**src/rtl/keypad_pkg.sv**
```systemverilog
// Shared types and constants for the 4x3 keypad scanner: FSM states,
// column drive patterns, special key codes and the (row,col) key map.
package keypad_pkg;

  typedef enum logic [1:0] {
    ST_SCAN,
    ST_DEBOUNCE,
    ST_HELD,
    ST_RELEASE
  } state_t;

  localparam logic [2:0] COL0_DRIVE = 3'b110;
  localparam logic [2:0] COL1_DRIVE = 3'b101;
  localparam logic [2:0] COL2_DRIVE = 3'b011;
  localparam logic [3:0] ROWS_IDLE  = 4'b1111;

  localparam logic [3:0] KEY_STAR = 4'd10;
  localparam logic [3:0] KEY_HASH = 4'd11;

  function automatic logic [2:0] col_drive(input logic [1:0] col);
    case (col)
      2'd1:    col_drive = COL1_DRIVE;
      2'd2:    col_drive = COL2_DRIVE;
      default: col_drive = COL0_DRIVE;
    endcase
  endfunction

  // Rows are active low; the lowest-numbered pressed row wins.
  function automatic logic [1:0] lowest_low_row(input logic [3:0] r);
    if (!r[0])      lowest_low_row = 2'd0;
    else if (!r[1]) lowest_low_row = 2'd1;
    else if (!r[2]) lowest_low_row = 2'd2;
    else            lowest_low_row = 2'd3;
  endfunction

  function automatic logic [3:0] key_decode(input logic [1:0] row, input logic [1:0] col);
    case ({row, col})
      4'b00_00: key_decode = KEY_HASH;
      4'b00_01: key_decode = 4'd0;
      4'b00_10: key_decode = KEY_STAR;
      4'b01_00: key_decode = 4'd9;
      4'b01_01: key_decode = 4'd8;
      4'b01_10: key_decode = 4'd7;
      4'b10_00: key_decode = 4'd6;
      4'b10_01: key_decode = 4'd5;
      4'b10_10: key_decode = 4'd4;
      4'b11_00: key_decode = 4'd3;
      4'b11_01: key_decode = 4'd2;
      4'b11_10: key_decode = 4'd1;
      default:  key_decode = 4'd0;
    endcase
  endfunction

endpackage

```
**src/rtl/keypad_sync.sv**
```systemverilog
// Two-flop synchronizer bank for asynchronous inputs; resets to all-ones
// so an idle (active-low) bus looks idle straight out of reset.
module keypad_sync #(
  parameter int WIDTH = 4
) (
  input  logic             clk,
  input  logic             reset,
  input  logic [WIDTH-1:0] d,
  output logic [WIDTH-1:0] q
);

  logic [WIDTH-1:0] meta_reg;
  logic [WIDTH-1:0] sync_reg;

  for (genvar gi = 0; gi < WIDTH; gi++) begin : g_bit
    always_ff @(posedge clk or posedge reset) begin
      if (reset) begin
        meta_reg[gi] <= 1'b1;
        sync_reg[gi] <= 1'b1;
      end else begin
        meta_reg[gi] <= d[gi];
        sync_reg[gi] <= meta_reg[gi];
      end
    end
  end

  assign q = sync_reg;

endmodule

```
**src/rtl/keypad_scanner.sv**
```systemverilog
// 4x3 matrix keypad scanner: walks the columns, debounces a press, reports
// it once, then waits for a debounced release before scanning again.
module keypad_scanner
  import keypad_pkg::*;
#(
  parameter int SCAN_DIV     = 16,
  parameter int DEBOUNCE_CNT = 1000
) (
  input  logic       clk,
  input  logic       reset,
  output logic [2:0] columns,
  input  logic [3:0] rows,
  output logic [3:0] key_code,
  output logic       key_valid,
  output logic       key_held
);

  localparam int DIV_W = (SCAN_DIV > 1) ? $clog2(SCAN_DIV) : 1;
  localparam int DEB_W = (DEBOUNCE_CNT > 1) ? $clog2(DEBOUNCE_CNT) : 1;
  localparam logic [DIV_W-1:0] DIV_LAST = DIV_W'(SCAN_DIV - 1);
  localparam logic [DEB_W-1:0] DEB_LAST = DEB_W'(DEBOUNCE_CNT - 1);

  logic [3:0] srows;

  state_t           state_reg, state_next;
  logic [1:0]       col_reg, col_next;
  logic [DIV_W-1:0] div_reg, div_next;
  logic [DEB_W-1:0] deb_reg, deb_next;
  logic [3:0]       pattern_reg, pattern_next;
  logic [1:0]       row_reg, row_next;
  logic [3:0]       key_code_reg, key_code_next;
  logic             key_valid_reg, key_valid_next;
  logic             key_held_reg, key_held_next;
  logic [1:0]       col_after;

  keypad_sync #(.WIDTH(4)) u_sync (
    .clk   (clk),
    .reset (reset),
    .d     (rows),
    .q     (srows)
  );

  assign col_after = (col_reg == 2'd2) ? 2'd0 : col_reg + 2'd1;

  always_ff @(posedge clk or posedge reset) begin
    if (reset) begin
      state_reg     <= ST_SCAN;
      col_reg       <= 2'd0;
      div_reg       <= '0;
      deb_reg       <= '0;
      pattern_reg   <= ROWS_IDLE;
      row_reg       <= 2'd0;
      key_code_reg  <= 4'd0;
      key_valid_reg <= 1'b0;
      key_held_reg  <= 1'b0;
    end else begin
      state_reg     <= state_next;
      col_reg       <= col_next;
      div_reg       <= div_next;
      deb_reg       <= deb_next;
      pattern_reg   <= pattern_next;
      row_reg       <= row_next;
      key_code_reg  <= key_code_next;
      key_valid_reg <= key_valid_next;
      key_held_reg  <= key_held_next;
    end
  end

  always_comb begin
    state_next     = state_reg;
    col_next       = col_reg;
    div_next       = div_reg;
    deb_next       = deb_reg;
    pattern_next   = pattern_reg;
    row_next       = row_reg;
    key_code_next  = key_code_reg;
    key_valid_next = 1'b0;
    key_held_next  = key_held_reg;

    case (state_reg)
      ST_SCAN: begin
        if (div_reg == DIV_LAST) begin
          div_next = '0;
          if (srows != ROWS_IDLE) begin
            // Column stays frozen while the candidate is debounced.
            pattern_next = srows;
            row_next     = lowest_low_row(srows);
            deb_next     = '0;
            state_next   = ST_DEBOUNCE;
          end else begin
            col_next = col_after;
          end
        end else begin
          div_next = div_reg + 1'b1;
        end
      end

      ST_DEBOUNCE: begin
        if (srows == pattern_reg) begin
          if (deb_reg == DEB_LAST) begin
            key_code_next  = key_decode(row_reg, col_reg);
            key_valid_next = 1'b1;
            key_held_next  = 1'b1;
            deb_next       = '0;
            state_next     = ST_HELD;
          end else begin
            deb_next = deb_reg + 1'b1;
          end
        end else begin
          deb_next   = '0;
          div_next   = '0;
          col_next   = col_after;
          state_next = ST_SCAN;
        end
      end

      ST_HELD: begin
        if (srows == ROWS_IDLE) begin
          deb_next   = '0;
          state_next = ST_RELEASE;
        end
      end

      ST_RELEASE: begin
        if (srows == ROWS_IDLE) begin
          if (deb_reg == DEB_LAST) begin
            key_held_next = 1'b0;
            deb_next      = '0;
            div_next      = '0;
            col_next      = col_after;
            state_next    = ST_SCAN;
          end else begin
            deb_next = deb_reg + 1'b1;
          end
        end else begin
          deb_next   = '0;
          state_next = ST_HELD;
        end
      end

      default: begin
        state_next = ST_SCAN;
      end
    endcase
  end

  assign columns   = col_drive(col_reg);
  assign key_code  = key_code_reg;
  assign key_valid = key_valid_reg;
  assign key_held  = key_held_reg;

endmodule

```
**config.mk**
```make
export PLATFORM = sky130hd
export DESIGN_NAME = keypad_scanner
export DESIGN_NICKNAME = d
export VERILOG_FILES = /design/src/rtl/keypad_pkg.sv /design/src/rtl/keypad_sync.sv /design/src/rtl/keypad_scanner.sv
export SDC_FILE = /design/constraint.sdc
export NUM_CORES = 1
export LEC_CHECK = 0
export ABC_CLOCK_PERIOD_IN_PS = 2650
export BUFFER_PORTS_ARGS = -buffer_cell sky130_fd_sc_hd__buf_4
export CAP_MARGIN = 20
export CORE_MARGIN = 5
export CORE_UTILIZATION = 61
export CTS_BUF_LIST = sky130_fd_sc_hd__clkbuf_4 sky130_fd_sc_hd__clkbuf_8
export CTS_CLUSTER_SIZE = 20
export DETAILED_ROUTE_END_ITERATION = 8
export PLACE_DENSITY = 0.85
export SETUP_SLACK_MARGIN = 0.2
export SLEW_MARGIN = 25
export SYNTH_ARGS = -nofsm -noshare
export SYNTH_HDL_FRONTEND = slang
export SYNTH_SLANG_ARGS = --single-unit
export TNS_END_PERCENT = 5
```
**constraint.sdc**
```tcl
create_clock -name clk -period 2.65 [get_ports clk]
set_clock_uncertainty 0.2 [all_clocks]
set_input_delay 0.1325 -clock clk [delete_from_list [all_inputs] [get_ports clk]]
set_output_delay 0.1325 -clock clk [all_outputs]
set_load 0.05 [all_outputs]
```
Yosys cells after proc, flatten, opt, wreduce, memory -nomap -nowiden. Memories as Yosys holds them, arrays and structs flattened. A register that Yosys moved wholly into a read port is not among the register bits. Index checks and enable logic that the tools add are counted. Widths: inputs -> output; s select.

Memories kept: 1. Word-level logic and storage cells: 90. Input port bits: 6. Memory bits (read-only): 64. Register bits after elaboration: 34.

Memory list: (no name shown) (words 16, bits a word 4, read ports 1, clocked after memory_dff 1, wr ports 0, line keypad_pkg.sv:37) `case ({row, col})`.

Equality and inequality tests: 21. Mux-type cells: 39. $add $sub $neg: 3. Reduce and logical (&&, ||, !) cells: 10.

Operators by type and width (number): $mux 10 (6); $pmux 10 s4 (1); $mux 2 (15); $ne 2x2->1 const B (9); $mux 4 (4); $pmux 4 s3 (1); $add 10x1->10 const B (1); $eq 10x10->1 const B (1); $reduce_and 5->1 (2); $reduce_and 3->1 (3); $eq 4x4->1 const B (2); $mux 1 (8); $pmux 2 s4 (1); $eq 2x2->1 const B (3); $ne 3x3->1 const B (2); $pmux 2 s3 (1); $pmux 3 s2 (1); $reduce_and 6->1 (1); $add 4x1->4 const B (1); $eq 2x1->1 const B (2); $eq 4x4->1 (1); $ne 4x4->1 const B (1); $reduce_and 4->1 (1); $reduce_bool 3->1 (1); 4 further kinds (4).

Longest topological paths before layout. Gate-level depths: netlist of the first run.

Depth in word-level cells: 5. Mapped depth: 7.

Hierarchy. A second synthesis of the first run with hierarchy kept.

Cells, all modules: 176. Area, all modules: 1876.8 µm².

By module, submodules not included: keypad_scanner (instances 1, area each 1662.8 µm², cells each 167); keypad_sync (instances 1, area each 214.0 µm², cells each 9).

Worst setup path after synthesis of the first run. No wires, ideal clock.

Kind: register to register. Start point: register u_sync.sync_reg[0] (netlist: u_sync.q[0]). End point: register col_reg[0]. Stages on the path, launching flop included: 6. Arrival: 1.755 ns. Setup slack: 0.570 ns. Library setup time: 0.125 ns. Period minus slack after synthesis: 2.080 ns. Cell sequence: dfstp_2 xnor2_1 nand4_2 o311ai_2 nand2b_1 mux2_2.

Cells in the longest elaborated chain, start to end: 3.

Ends and longest elaborated chain: from (decl) (line keypad_sync.sv:13) `logic [WIDTH-1:0] sync_reg;`; from (signal, indexed assignment) (line keypad_sync.sv:22) `sync_reg[gi] <= meta_reg[gi];`; $eq 4x4->1 (tied with other cells) (line keypad_scanner.sv:125) `if (srows == ROWS_IDLE) begin`; $ne 2x2->1 (no line); $reduce_and 6->1 (no line) (*); to (signal assigned) (line keypad_scanner.sv:58) `col_reg <= col_next;`; to (decl) (line keypad_scanner.sv:26) `logic [1:0] col_reg, col_next;`.

Mark *: on every way between the ends. The rest lies on a longest branch, timed or not. A chain may end at the register's enable or synchronous reset.

Worst setup path in the final report of the first run.
Start point: register u_sync.sync_reg[0] (netlist: u_sync.q[0]). End point: register deb_reg[2].

Cells in the longest elaborated chain, start to end: 3.

Ends and longest elaborated chain: $eq 4x4->1 (tied with other cells) (line keypad_scanner.sv:118, keypad_scanner.sv:125); $mux 10 (tied with other cells) (line keypad_scanner.sv:125); $pmux 10 s4 or $reduce_and 3->1 (tied branches); to (signal assigned) (line keypad_scanner.sv:60) `deb_reg <= deb_next;`; to (decl) (line keypad_scanner.sv:28) `logic [DEB_W-1:0] deb_reg, deb_next;`.

Parallel ways exist; a longest one is shown, timed or not.

==> reports/summary.log, run 1 <==
qor: setup_path.critPathBufInv 1
qor: pwr.cellPowerDensity 856 nW/um2
qor: setup_path.critPathTopFamily flip-flops
qor: yosys.post_synth_instance_area 1890 um2
qor: cts.path_clk_slew 110 ps
qor: hold_path.worst_hold_path_type reg2reg
qor: timing.achievable-frequency 437 MHz
qor: place.hpwlAfterDp 2.42 mm
qor: floorplan.dieHeight 65.7 um
qor: final_layout.drive_gt1_share 29.4%
qor: floorplan.die-area 4320 um2
qor: yosys.synth_nets 186
qor: floorplan.boundaryPins 15
qor: job.cap_violations 0
qor: timing.timing_max_transition_violations_final 0
qor: yosys.yosys.cell_types.count 40
qor: final_layout.area_delta_synth_final 15.3%
qor: final_layout.post_layout_nonfiller_instances 241
qor: setup_path.sort_of_element_at_the_start_of_the_critical_path register
qor: floorplan.floorplan.rows 20
qor: cts.cts_buffers 5
qor: floorplan.initial_core_utilization 62.6%
qor: global_route.grt_antenna_before_repair 0
qor: detailed_routing.drt-vias-per-instance 5.56
qor: final_layout.diodes 0
qor: cts.clock_path_buffers 2
qor: timing.setup_viol 0
qor: final_layout.largest_register_ffs 10
qor: setup_path.critical_path.max_stage_delay 590 ps
qor: detailed_routing.drtIter0Drc 78
qor: detailed_routing.vias_after_detailed_routing 1,340
qor: setup_path.cp.arrival 2350 ps
qor: floorplan.die_w 65.7 um
qor: global_route.grt_overflow 0
qor: yosys.synth.yosys.seq_area_share 51.0%
qor: timing.final_min_period_over_clock_period 86.3%
qor: setup_path.critical_path_required 2710 ps
qor: global_route.grt_pass1_vias 1,426
qor: yosys.per_instance_average_area_after_synthesis 11.0 um2
qor: timing.timing.slew.headroom 66.2%
qor: outcome.run_status finished, final reports clean
qor: final_layout.finalNetCount 210
qor: setup_path.critical-path-slowest-cell sky130_fd_sc_hd__dfstp_2
qor: cts.worst_skew_pair.late_latency 340 ps
qor: cts.cts.sink_count 38
qor: place.dpl_worst_slack 387 ps
qor: global_route.global_route.usage.total 18.5%
qor: timing.final.setup.tns 0 ps
qor: cts.clock_root_buffer sky130_fd_sc_hd__clkbuf_4
qor: yosys.ys_ff_latch 38
qor: detailed_routing.antenna_violating_nets_post_route 0
qor: global_route.grt_max_degree 39
qor: place.routabilityCongestion 0.796
qor: setup_path.cp-end-kind register
qor: final_layout.final_util 72.1%
qor: timing.timing_hold_violations_final 0
qor: setup_path.cell_chain_critical_path xnor2_1 > nand4_2 > a211oi_4 > buf_4 > or2b_1 > a31oi_1
qor: setup_path.worstPathMaxFanout 19
qor: place.numPlacedInstances 228
qor: timing.worst_slack 364 ps
qor: place.io_buffer_count 14
qor: global_route.global_route_wire_length_before_repair 6.08 mm
qor: floorplan.placeableCoreArea 3030 um2
qor: detailed_routing.routed_wl 3.35 mm
qor: pwr.p_leak 0.994 nW
qor: timing.unrepaired_setup_endpoints_after_global_routing false
qor: pwr.peakVddDrop 0.470 mV
qor: detailed_routing.drc 0
qor: yosys.synthCells 172
qor: detailed_routing.wl_per_cell 13.9 um
qor: cts.htree_levels 2
qor: setup_path.critPathKind reg2reg
qor: yosys.synth.yosys.warnings 0
qor: timing.finalCriticalPeriod 2290 ps
qor: cts.cts_tree done
qor: detailed_routing.drt_pre_antenna_iters 4
qor: timing.worst_slew_pin_slew 507 ps
[path summary, 6_finish.rpt]
path	start	end	slack, ps	cells after the start
min in group asynchronous	reset	deb_reg[7]	260	4
max	u_sync.q[0]	deb_reg[2]	360	6
max in group asynchronous	reset	pattern_reg[1]	1640	4
max reg2reg	u_sync.q[0]	deb_reg[2]	360	6
min	u_sync.meta_reg[2]	u_sync.q[2]	160	0
min reg2reg	u_sync.meta_reg[2]	u_sync.q[2]	160	0
[where the power goes]
group          leakage [nW]  internal [W]  total (W)  switching [W]
logic                 0.472      0.000268   0.000636       0.000369
clock network        0.0450      0.000195   0.000377       0.000182
registers             0.476      0.000717   0.000856       0.000139
[cells by family after synthesis]
group | Yosys count | share of synthesized area, %
flops | 38 | 51.0
compound gates | 47 | 17.2
fa+ha+maj | 8 | 5.28
buf+inv | 15 | 3.43
xor+xnor | 5 | 2.31
mux | 11 | 6.54
simple gates | 48 | 14.3
[synthesized netlist by cell type (all sizes together)]
cell	number	area, um2
dfrtp	26	651
nand2	16	60.1
o21ai	16	80.1
dfstp	12	315
a21oi	11	55.1
inv	11	41.3
mux2	11	124
ha	8	100
nor2	7	26.3
a31oi	5	31.3
nand3	5	25.0
and3	4	25.0
nand4	4	37.5
nor3	4	36.3
xnor2	4	35.0
a211oi	3	40.0
a22o	3	26.3
or2b	3	22.5
buf	2	16.3
clkbuf	2	7.51
o311ai	2	32.5
o31ai	2	15.0
a21o	1	8.76
a41oi	1	8.76
and4	1	10.0
nand2b	1	6.26
nand4b	1	8.76
nor2b	1	6.26
o211a	1	10.0
o21a	1	7.51
o21ba	1	10.0
or3	1	6.26
xor2	1	8.76
[layer usage]
| layer | global-route usage (%) | part of all wire, % | vias to the layer above |
|---|---|---|---|
| li1 | - | - | 664 |
| met1 | 20.8 | 43 | 636 |
| met2 | 32.5 | 50 | 33 |
| met3 | 5.13 | 5.3 | 7 |
| met4 | 8.03 | 1.7 | 0 |
| met5 | 0 | 0 | - |
[stage by stage]
stage / cell area [um2] / hold WS [ps] / power, W
after floorplan: 1890 / -63.0 / 0.00134
after global placement: 2050 / 40.3 / 0.00145
after detailed placement: 2050 / 41.8 / 0.00149
after CTS: 2170 / 163 / 0.00187
after global routing: 2180 / 171 / 0.00202
final: 2180 / 163 / 0.00187
[layout by cell type (no fill, tap or decap), types with 2 or more instances in the layout]
cell                             n
sky130_fd_sc_hd__nand3_1         5
sky130_fd_sc_hd__nand2_1        16
sky130_fd_sc_hd__nor2_1          7
sky130_fd_sc_hd__dlygate4sd3_1   5
sky130_fd_sc_hd__nor3_1          2
sky130_fd_sc_hd__dfrtp_1        26
sky130_fd_sc_hd__clkinv_2        2
sky130_fd_sc_hd__a22o_1          3
sky130_fd_sc_hd__a31oi_1         5
sky130_fd_sc_hd__clkbuf_4        5
sky130_fd_sc_hd__o21ai_1         2
sky130_fd_sc_hd__ha_1            8
sky130_fd_sc_hd__xnor2_1         4
sky130_fd_sc_hd__dfstp_2        12
sky130_fd_sc_hd__mux2_2         11
sky130_fd_sc_hd__and3_1          4
sky130_fd_sc_hd__nand4_1         2
sky130_fd_sc_hd__o31ai_1         2
sky130_fd_sc_hd__o21ai_0        14
sky130_fd_sc_hd__inv_1          11
sky130_fd_sc_hd__a21oi_1        11
sky130_fd_sc_hd__nand4_2         2
sky130_fd_sc_hd__buf_4          16
sky130_fd_sc_hd__or2b_1          3
[what timing repair did]
action	in CTS	in global routing
hold buffers	5	0
hold endpoints to repair	30	0
setup endpoints to repair	0	1
gates resized for setup	0	1
setup buffers	0	0
[area by class of cell]
cell class | count | area, um2
Clock buffer | 5 | 37.5
Clock inverter | 3 | 40.0
Fill cell | 204 | 845
Inverter | 11 | 41.3
Multi-Input combinational cell | 119 | 873
Sequential cell | 38 | 966
Tap cell | 44 | 55.1
Timing Repair Buffer | 21 | 170
Note: power is estimated with default switching activity, not from simulation.
==> run 2: changes to the inputs <==
--- a/config.mk
+++ b/config.mk
@@ -8,12 +8,12 @@
 export ABC_CLOCK_PERIOD_IN_PS = 2650
 export BUFFER_PORTS_ARGS = -buffer_cell sky130_fd_sc_hd__buf_4
 export CAP_MARGIN = 20
-export CORE_MARGIN = 5
 export CORE_UTILIZATION = 61
 export CTS_BUF_LIST = sky130_fd_sc_hd__clkbuf_4 sky130_fd_sc_hd__clkbuf_8
 export CTS_CLUSTER_SIZE = 20
 export DETAILED_ROUTE_END_ITERATION = 8
 export PLACE_DENSITY = 0.85
+export REMOVE_ABC_BUFFERS = 1
 export SETUP_SLACK_MARGIN = 0.2
 export SLEW_MARGIN = 25
 export SYNTH_ARGS = -nofsm -noshare
==> reports/summary.log, run 2 (synthesized netlist as in run 1, its figures left out) <==
qor: timing.worst_slew_pin_slew 482 ps [-25.5 ps]
qor: cts.cts_tree done
qor: pwr.peakVddDrop 0.653 mV [+39%]
qor: floorplan.placeableCoreArea 2850 um2 [-5.8%]
qor: timing.timing.slew.headroom 67.9% [+1.7 points]
qor: setup_path.critical_path_required 2690 ps [-20 ps]
qor: timing.final.setup.tns 0 ps [unchanged]
qor: cts.clock_path_buffers 2 [unchanged]
qor: detailed_routing.drtIter0Drc 32 [-59%]
qor: global_route.grt_overflow 0 [unchanged]
qor: pwr.cellPowerDensity 874 nW/um2 [+2.0%]
qor: cts.worst_skew_pair.late_latency 340 ps [about the same]
qor: cts.clock_root_buffer sky130_fd_sc_hd__clkbuf_4
qor: detailed_routing.routed_wl 3.26 mm [-2.9%]
qor: setup_path.cell_chain_critical_path xnor2_1 > nand4_2 > o311ai_2 > nand2b_1 > mux2_2
qor: floorplan.floorplan.rows 19 [-5.0%]
qor: floorplan.initial_core_utilization 66.4% [+3.8 points]
qor: global_route.global_route.usage.total 23.1% [+4.6 points]
qor: timing.final_min_period_over_clock_period 85.2% [-1.1 points]
qor: final_layout.final_common_cell sky130_fd_sc_hd__dfrtp_1
qor: place.placement.cell_area 2030 um2 [-0.79%]
qor: setup_path.critPathBufInv 0 [-1]
qor: cts.cts_buffers 5 [unchanged]
qor: pwr.p_leak 0.991 nW [-0.24%]
qor: floorplan.die_w 57.7 um [-12%]
qor: floorplan.dieHeight 57.7 um [-12%]
qor: cts.path_clk_slew 110 ps [about the same]
qor: place.io_buffer_count 14 [unchanged]
qor: place.hpwlAfterDp 2.33 mm [-3.7%]
qor: setup_path.cp.arrival 2290 ps [-60 ps]
qor: outcome.run_status finished, final reports clean
qor: setup_path.sort_of_element_at_the_start_of_the_critical_path register
qor: timing.timing_hold_violations_final 0 [unchanged]
qor: floorplan.die-area 3330 um2 [-23%]
qor: final_layout.diodes 0 [unchanged]
qor: timing.unrepaired_setup_endpoints_after_global_routing false
qor: final_layout.drive_gt1_share 29.4% [unchanged]
qor: place.routabilityCongestion 0.811 [+1.9%]
qor: setup_path.critPathKind reg2reg
qor: detailed_routing.vias_after_detailed_routing 1,353 [+0.97%]
qor: setup_path.worstPathMaxFanout 6 [-13]
qor: timing.finalCriticalPeriod 2260 ps [-28.9 ps]
qor: global_route.grt_max_degree 39 [unchanged]
qor: final_layout.largest_register_ffs 10 [unchanged]
qor: floorplan.boundaryPins 15 [unchanged]
qor: setup_path.critical_path.max_stage_delay 590 ps [about the same]
qor: global_route.grt_antenna_before_repair 0 [unchanged]
qor: global_route.grt_pass1_vias 1,303 [-8.6%]
qor: detailed_routing.wl_per_cell 14.3 um [+2.7%]
qor: timing.worst_slack 393 ps [+28.9 ps]
qor: detailed_routing.drc 0 [unchanged]
qor: cts.htree_levels 2 [unchanged]
qor: timing.achievable-frequency 443 MHz [+1.3%]
qor: final_layout.finalNetCount 210 [unchanged]
qor: cts.cts.repair_timing.setup_buffer_count 0 [unchanged]
qor: detailed_routing.antenna_violating_nets_post_route 0 [unchanged]
qor: hold_path.worst_hold_path_type reg2reg
qor: setup_path.cp-end-kind register
qor: timing.setup_viol 0 [unchanged]
qor: job.cap_violations 0 [unchanged]
qor: global_route.global_route_wire_length_before_repair 5.66 mm [-6.9%]
qor: final_layout.layout_common_cells 26 x sky130_fd_sc_hd__dfrtp_1, 16 x sky130_fd_sc_hd__nand2_1, 16 x sky130_fd_sc_hd__buf_4
qor: detailed_routing.drt-vias-per-instance 5.93 [+6.7%]
qor: detailed_routing.drt_pre_antenna_iters 4 [unchanged]
qor: final_layout.area_delta_synth_final 14.1%
qor: setup_path.critPathTopFamily flip-flops
qor: cts.cts.sink_count 38 [unchanged]
qor: timing.timing_max_transition_violations_final 0 [unchanged]
qor: setup_path.critical-path-slowest-cell sky130_fd_sc_hd__dfstp_2
qor: final_layout.finish.instance_area 2160 um2 [-0.97%]
qor: place.dpl_worst_slack 404 ps [+16.9 ps]
## run 2: final cells by class
cell class,count,area (um2)
sequential,38,966
tap,31,38.8
multi-input combinational,119,863
timing repair buffer,21,170
clock inverter,1,30.0
clock buffer,7,52.6
fill,201,691
inverter,11,41.3
## run 2: worst reg2reg max path: cells and delay by family, from the launching register on
family,cells,cell delay [ps]
DFF,1,590
muxes,1,340
and+or+nand+nor,2,460
AOI/OAI and AO/OA,1,420
xor gates and xnor gates,1,140
## run 2: repair_timing
item                                   in CTS  in global routing
endpoints found under the hold margin      30                  0
setup endpoints to repair                   0                  0
hold buffers                                5                  0
gates resized for setup                     0                  0
## run 2: final timing paths
kind	start	to	slack, ps	cells past startpoint
max	u_sync.q[0]	col_reg[0]	390	5
min	u_sync.meta_reg[0]	u_sync.q[0]	160	0
max reg2reg	u_sync.q[0]	col_reg[0]	390	5
min reg2reg	u_sync.meta_reg[0]	u_sync.q[0]	160	0
max in group asynchronous	reset	pattern_reg[0]	1650	4
min in group asynchronous	reset	deb_reg[5]	240	4
## run 2: layer usage
metal	up-vias	wire (um)	global-route usage, %
li1	663	-	-
met1	661	1440	28.2
met2	19	1650	38.9
met3	10	85	4.69
met4	0	87	12.2
met5	-	0	0
## run 2: stage by stage
stage | hold WS, ps | instances | total power, W | utilization, %
global route | 167 | 228 | 0.00202 | 75.8
finish | 159 | 228 | 0.00189 | 75.8
floorplan | -63.0 | 168 | 0.00133 | -
global placement | 41.8 | 215 | 0.00145 | 71.1
detailed placement | 42.2 | 215 | 0.00150 | 71.1
CTS | 165 | 228 | 0.00190 | 75.8
## run 2: power breakdown
| part | switching (W) | leakage, nW | internal [W] |
|---|---|---|---|
| logic | 0.000366 | 0.469 | 0.000267 |
| clock network | 0.000180 | 0.0463 | 0.000221 |
| registers | 0.000137 | 0.476 | 0.000717 |
| total | 0.000684 | 0.991 | 0.00121 |
==> run 3: changes to the inputs <==
--- a/config.mk
+++ b/config.mk
@@ -14,7 +14,7 @@
 export DETAILED_ROUTE_END_ITERATION = 8
 export PLACE_DENSITY = 0.85
 export REMOVE_ABC_BUFFERS = 1
-export SETUP_SLACK_MARGIN = 0.2
+export SETUP_SLACK_MARGIN = 0.4
 export SLEW_MARGIN = 25
 export SYNTH_ARGS = -nofsm -noshare
 export SYNTH_HDL_FRONTEND = slang
==> reports/summary.log, run 3 (synthesized netlist as in run 1, its figures left out) <==
qor: detailed_routing.drtIter0Drc 45 [+41%]
qor: setup_path.critPathTopFamily compound AO/OA/AOI/OAI gates
qor: job.cap_violations 0 [unchanged]
qor: detailed_routing.wl_per_cell 15.1 um [+5.4%]
qor: cts.clock_root_buffer sky130_fd_sc_hd__clkbuf_4
qor: floorplan.placeableCoreArea 2850 um2 [unchanged]
qor: floorplan.die_w 57.7 um [unchanged]
qor: floorplan.die-area 3330 um2 [unchanged]
qor: detailed_routing.drt-vias-per-instance 5.87 [-1.1%]
qor: detailed_routing.drt_pre_antenna_iters 4 [unchanged]
qor: cts.cts_buffers 5 [unchanged]
qor: setup_path.reg2reg_from deb_reg[1]
qor: detailed_routing.vias_after_detailed_routing 1,368 [+1.1%]
qor: timing.final.setup.tns 0 ps [unchanged]
qor: global_route.grt_antenna_before_repair 0 [unchanged]
qor: place.placement.cell_area 2030 um2 [unchanged]
qor: setup_path.critPathBufInv 1 [+1]
qor: final_layout.post_layout_nonfiller_instances 233 [+2.2%]
qor: setup_path.critical_path.max_stage_delay 400 ps [-190 ps]
qor: setup_path.worstRegToRegCells 7 [+2]
qor: cts.clock_path_buffers 2 [unchanged]
qor: cts.cts_tree done
qor: setup_path.critPathKind reg2reg
qor: cts.htree_levels 2 [unchanged]
qor: pwr.cellPowerDensity 872 nW/um2 [-0.19%]
qor: cts.cts.sink_count 38 [unchanged]
qor: global_route.global_route.usage.total 23.1% [unchanged]
qor: floorplan.boundaryPins 15 [unchanged]
qor: detailed_routing.drc 0 [unchanged]
qor: setup_path.worstPathMaxFanout 4 [-2]
qor: floorplan.floorplan.rows 19 [unchanged]
qor: final_layout.final_common_cell sky130_fd_sc_hd__dfrtp_1
qor: place.io_buffer_count 14 [unchanged]
qor: setup_path.regToRegSetupSlack 420 ps [+30 ps]
qor: global_route.grt_pass1_vias 1,303 [unchanged]
qor: timing.final_min_period_over_clock_period 84.0% [-1.2 points]
qor: floorplan.dieHeight 57.7 um [unchanged]
qor: detailed_routing.antenna_violating_nets_post_route 0 [unchanged]
qor: pwr.p_leak 1.02 nW [+2.5%]
qor: setup_path.timing.rr.end col_reg[0]
qor: global_route.grt_max_degree 39 [unchanged]
qor: final_layout.diodes 0 [unchanged]
qor: setup_path.cell_chain_critical_path ha_2 > nand4b_1 > buf_4 > o311ai_4 > o311ai_4 > nand2b_1 > mux2_2
qor: final_layout.layout_common_cells 26 x sky130_fd_sc_hd__dfrtp_1, 20 x sky130_fd_sc_hd__buf_4, 16 x sky130_fd_sc_hd__nand2_1
qor: timing.finalCriticalPeriod 2230 ps [-30.7 ps]
qor: final_layout.drive_gt1_share 31.7% [+2.2 points]
qor: timing.unrepaired_setup_endpoints_after_global_routing true
qor: global_route.grt_overflow 0 [unchanged]
qor: final_layout.finish.instance_area 2240 um2 [+3.6%]
qor: place.hpwlAfterDp 2.33 mm [unchanged]
qor: cts.path_clk_slew 110 ps [about the same]
qor: timing.setup_viol 0 [unchanged]
qor: floorplan.initial_core_utilization 66.4% [unchanged]
qor: setup_path.critical-path-slowest-cell sky130_fd_sc_hd__dfrtp_1
qor: setup_path.critical_path_required 2690 ps [about the same]
qor: timing.timing.slew.headroom 63.5% [-4.4 points]
qor: timing.worst_slew_pin_slew 548 ps [+66.3 ps]
qor: global_route.global_route_wire_length_before_repair 5.66 mm [unchanged]
qor: setup_path.worst_path_most_repeated_cell sky130_fd_sc_hd__o311ai_4
qor: final_layout.fill_cells 182 [-9.5%]
qor: setup_path.sort_of_element_at_the_start_of_the_critical_path register
qor: setup_path.cp.arrival 2260 ps [-30 ps]
qor: cts.worst_skew_pair.late_latency 340 ps [about the same]
qor: setup_path.cp-startpoint deb_reg[1]
qor: final_layout.largest_register_ffs 10 [unchanged]
qor: final_layout.finalNetCount 215 [+2.4%]
qor: setup_path.cp-end-kind register
qor: outcome.run_status finished, final reports clean
qor: final_layout.area_delta_synth_final 18.3%
qor: setup_path.cp_num_cells 7 [+2]
qor: pwr.peakVddDrop 0.644 mV [-1.5%]
qor: timing.achievable-frequency 449 MHz [+1.4%]
qor: timing.timing_max_transition_violations_final 0 [unchanged]
qor: setup_path.worstSetupEndpoint col_reg[0]
qor: detailed_routing.routed_wl 3.51 mm [+7.7%]
qor: timing.timing_hold_violations_final 0 [unchanged]
qor: hold_path.worst_hold_path_type reg2reg
qor: place.routabilityCongestion 0.811 [unchanged]
qor: place.numPlacedInstances 215 [unchanged]
==> run 3: area by class of cell <==
| class | instances | area (um2) | share of cell area (%) |
|---|---|---|---|
| Clock buffer | 7 | 52.6 | 2.35 |
| Clock inverter | 1 | 30.0 | 1.34 |
| Inverter | 11 | 41.3 | 1.84 |
| Multi-Input combinational cell | 119 | 901 | 40.2 |
| Sequential cell | 38 | 966 | 43.1 |
| Tap cell | 31 | 38.8 | 1.73 |
| Timing Repair Buffer | 26 | 211 | 9.44 |
==> run 3: metal layers <==
metal | GRT usage [%] | vias up | share of wire (%)
li1 | - | 672 | -
met1 | 28.2 | 664 | 44
met2 | 38.9 | 23 | 50
met3 | 4.69 | 9 | 3.4
met4 | 12.2 | 0 | 2.0
met5 | 0 | - | 0
==> run 3: what timing repair did <==
| item | 4_1_cts | 5_1_grt |
|---|---|---|
| pin swaps | 0 | 4 |
| hold endpoints to repair | 30 | 0 |
| resized for setup | 0 | 6 |
| hold buffers | 5 | 0 |
| endpoints found under the setup margin | 2 | 11 |
| buffers inserted | 0 | 5 |
==> run 3: worst min path at each step <==
| stage | depth (start not counted) | slack (ps) | to | startpoint |
|---|---|---|---|---|
| 2_1_floorplan | 0 | -60 | u_sync.meta_reg[0] | rows[0] |
| 3_3_place_gp | 1 | 40 | u_sync.meta_reg[3] | rows[3] |
| 4_1_cts | 0 | 170 | u_sync.q[1] | u_sync.meta_reg[1] |
| 3_5_place_dp | 1 | 40 | u_sync.meta_reg[1] | rows[1] |
| 5_1_grt | 0 | 170 | u_sync.q[1] | u_sync.meta_reg[1] |
| 6_report | 0 | 160 | u_sync.q[0] | u_sync.meta_reg[0] |
==> run 3: through the flow <==
stage	worst slack, ps	total power (W)	utilization, %	hold WS, ps
finish	423	0.00195	78.6	159
global route	371	0.00207	78.6	167
CTS	377	0.00190	75.8	165
detailed placement	404	0.00150	71.1	42.2
global placement	477	0.00145	71.1	41.8
floorplan	497	0.00133	-	-63.0
==> run 3: report_power, final <==
part / internal, W / total [W] / switching [W]
Combinational: 0.000295 / 0.000694 / 0.000399
Sequential: 0.000717 / 0.000858 / 0.000141
Clock: 0.000221 / 0.000402 / 0.000182
Total: 0.00123 / 0.00195 / 0.000722
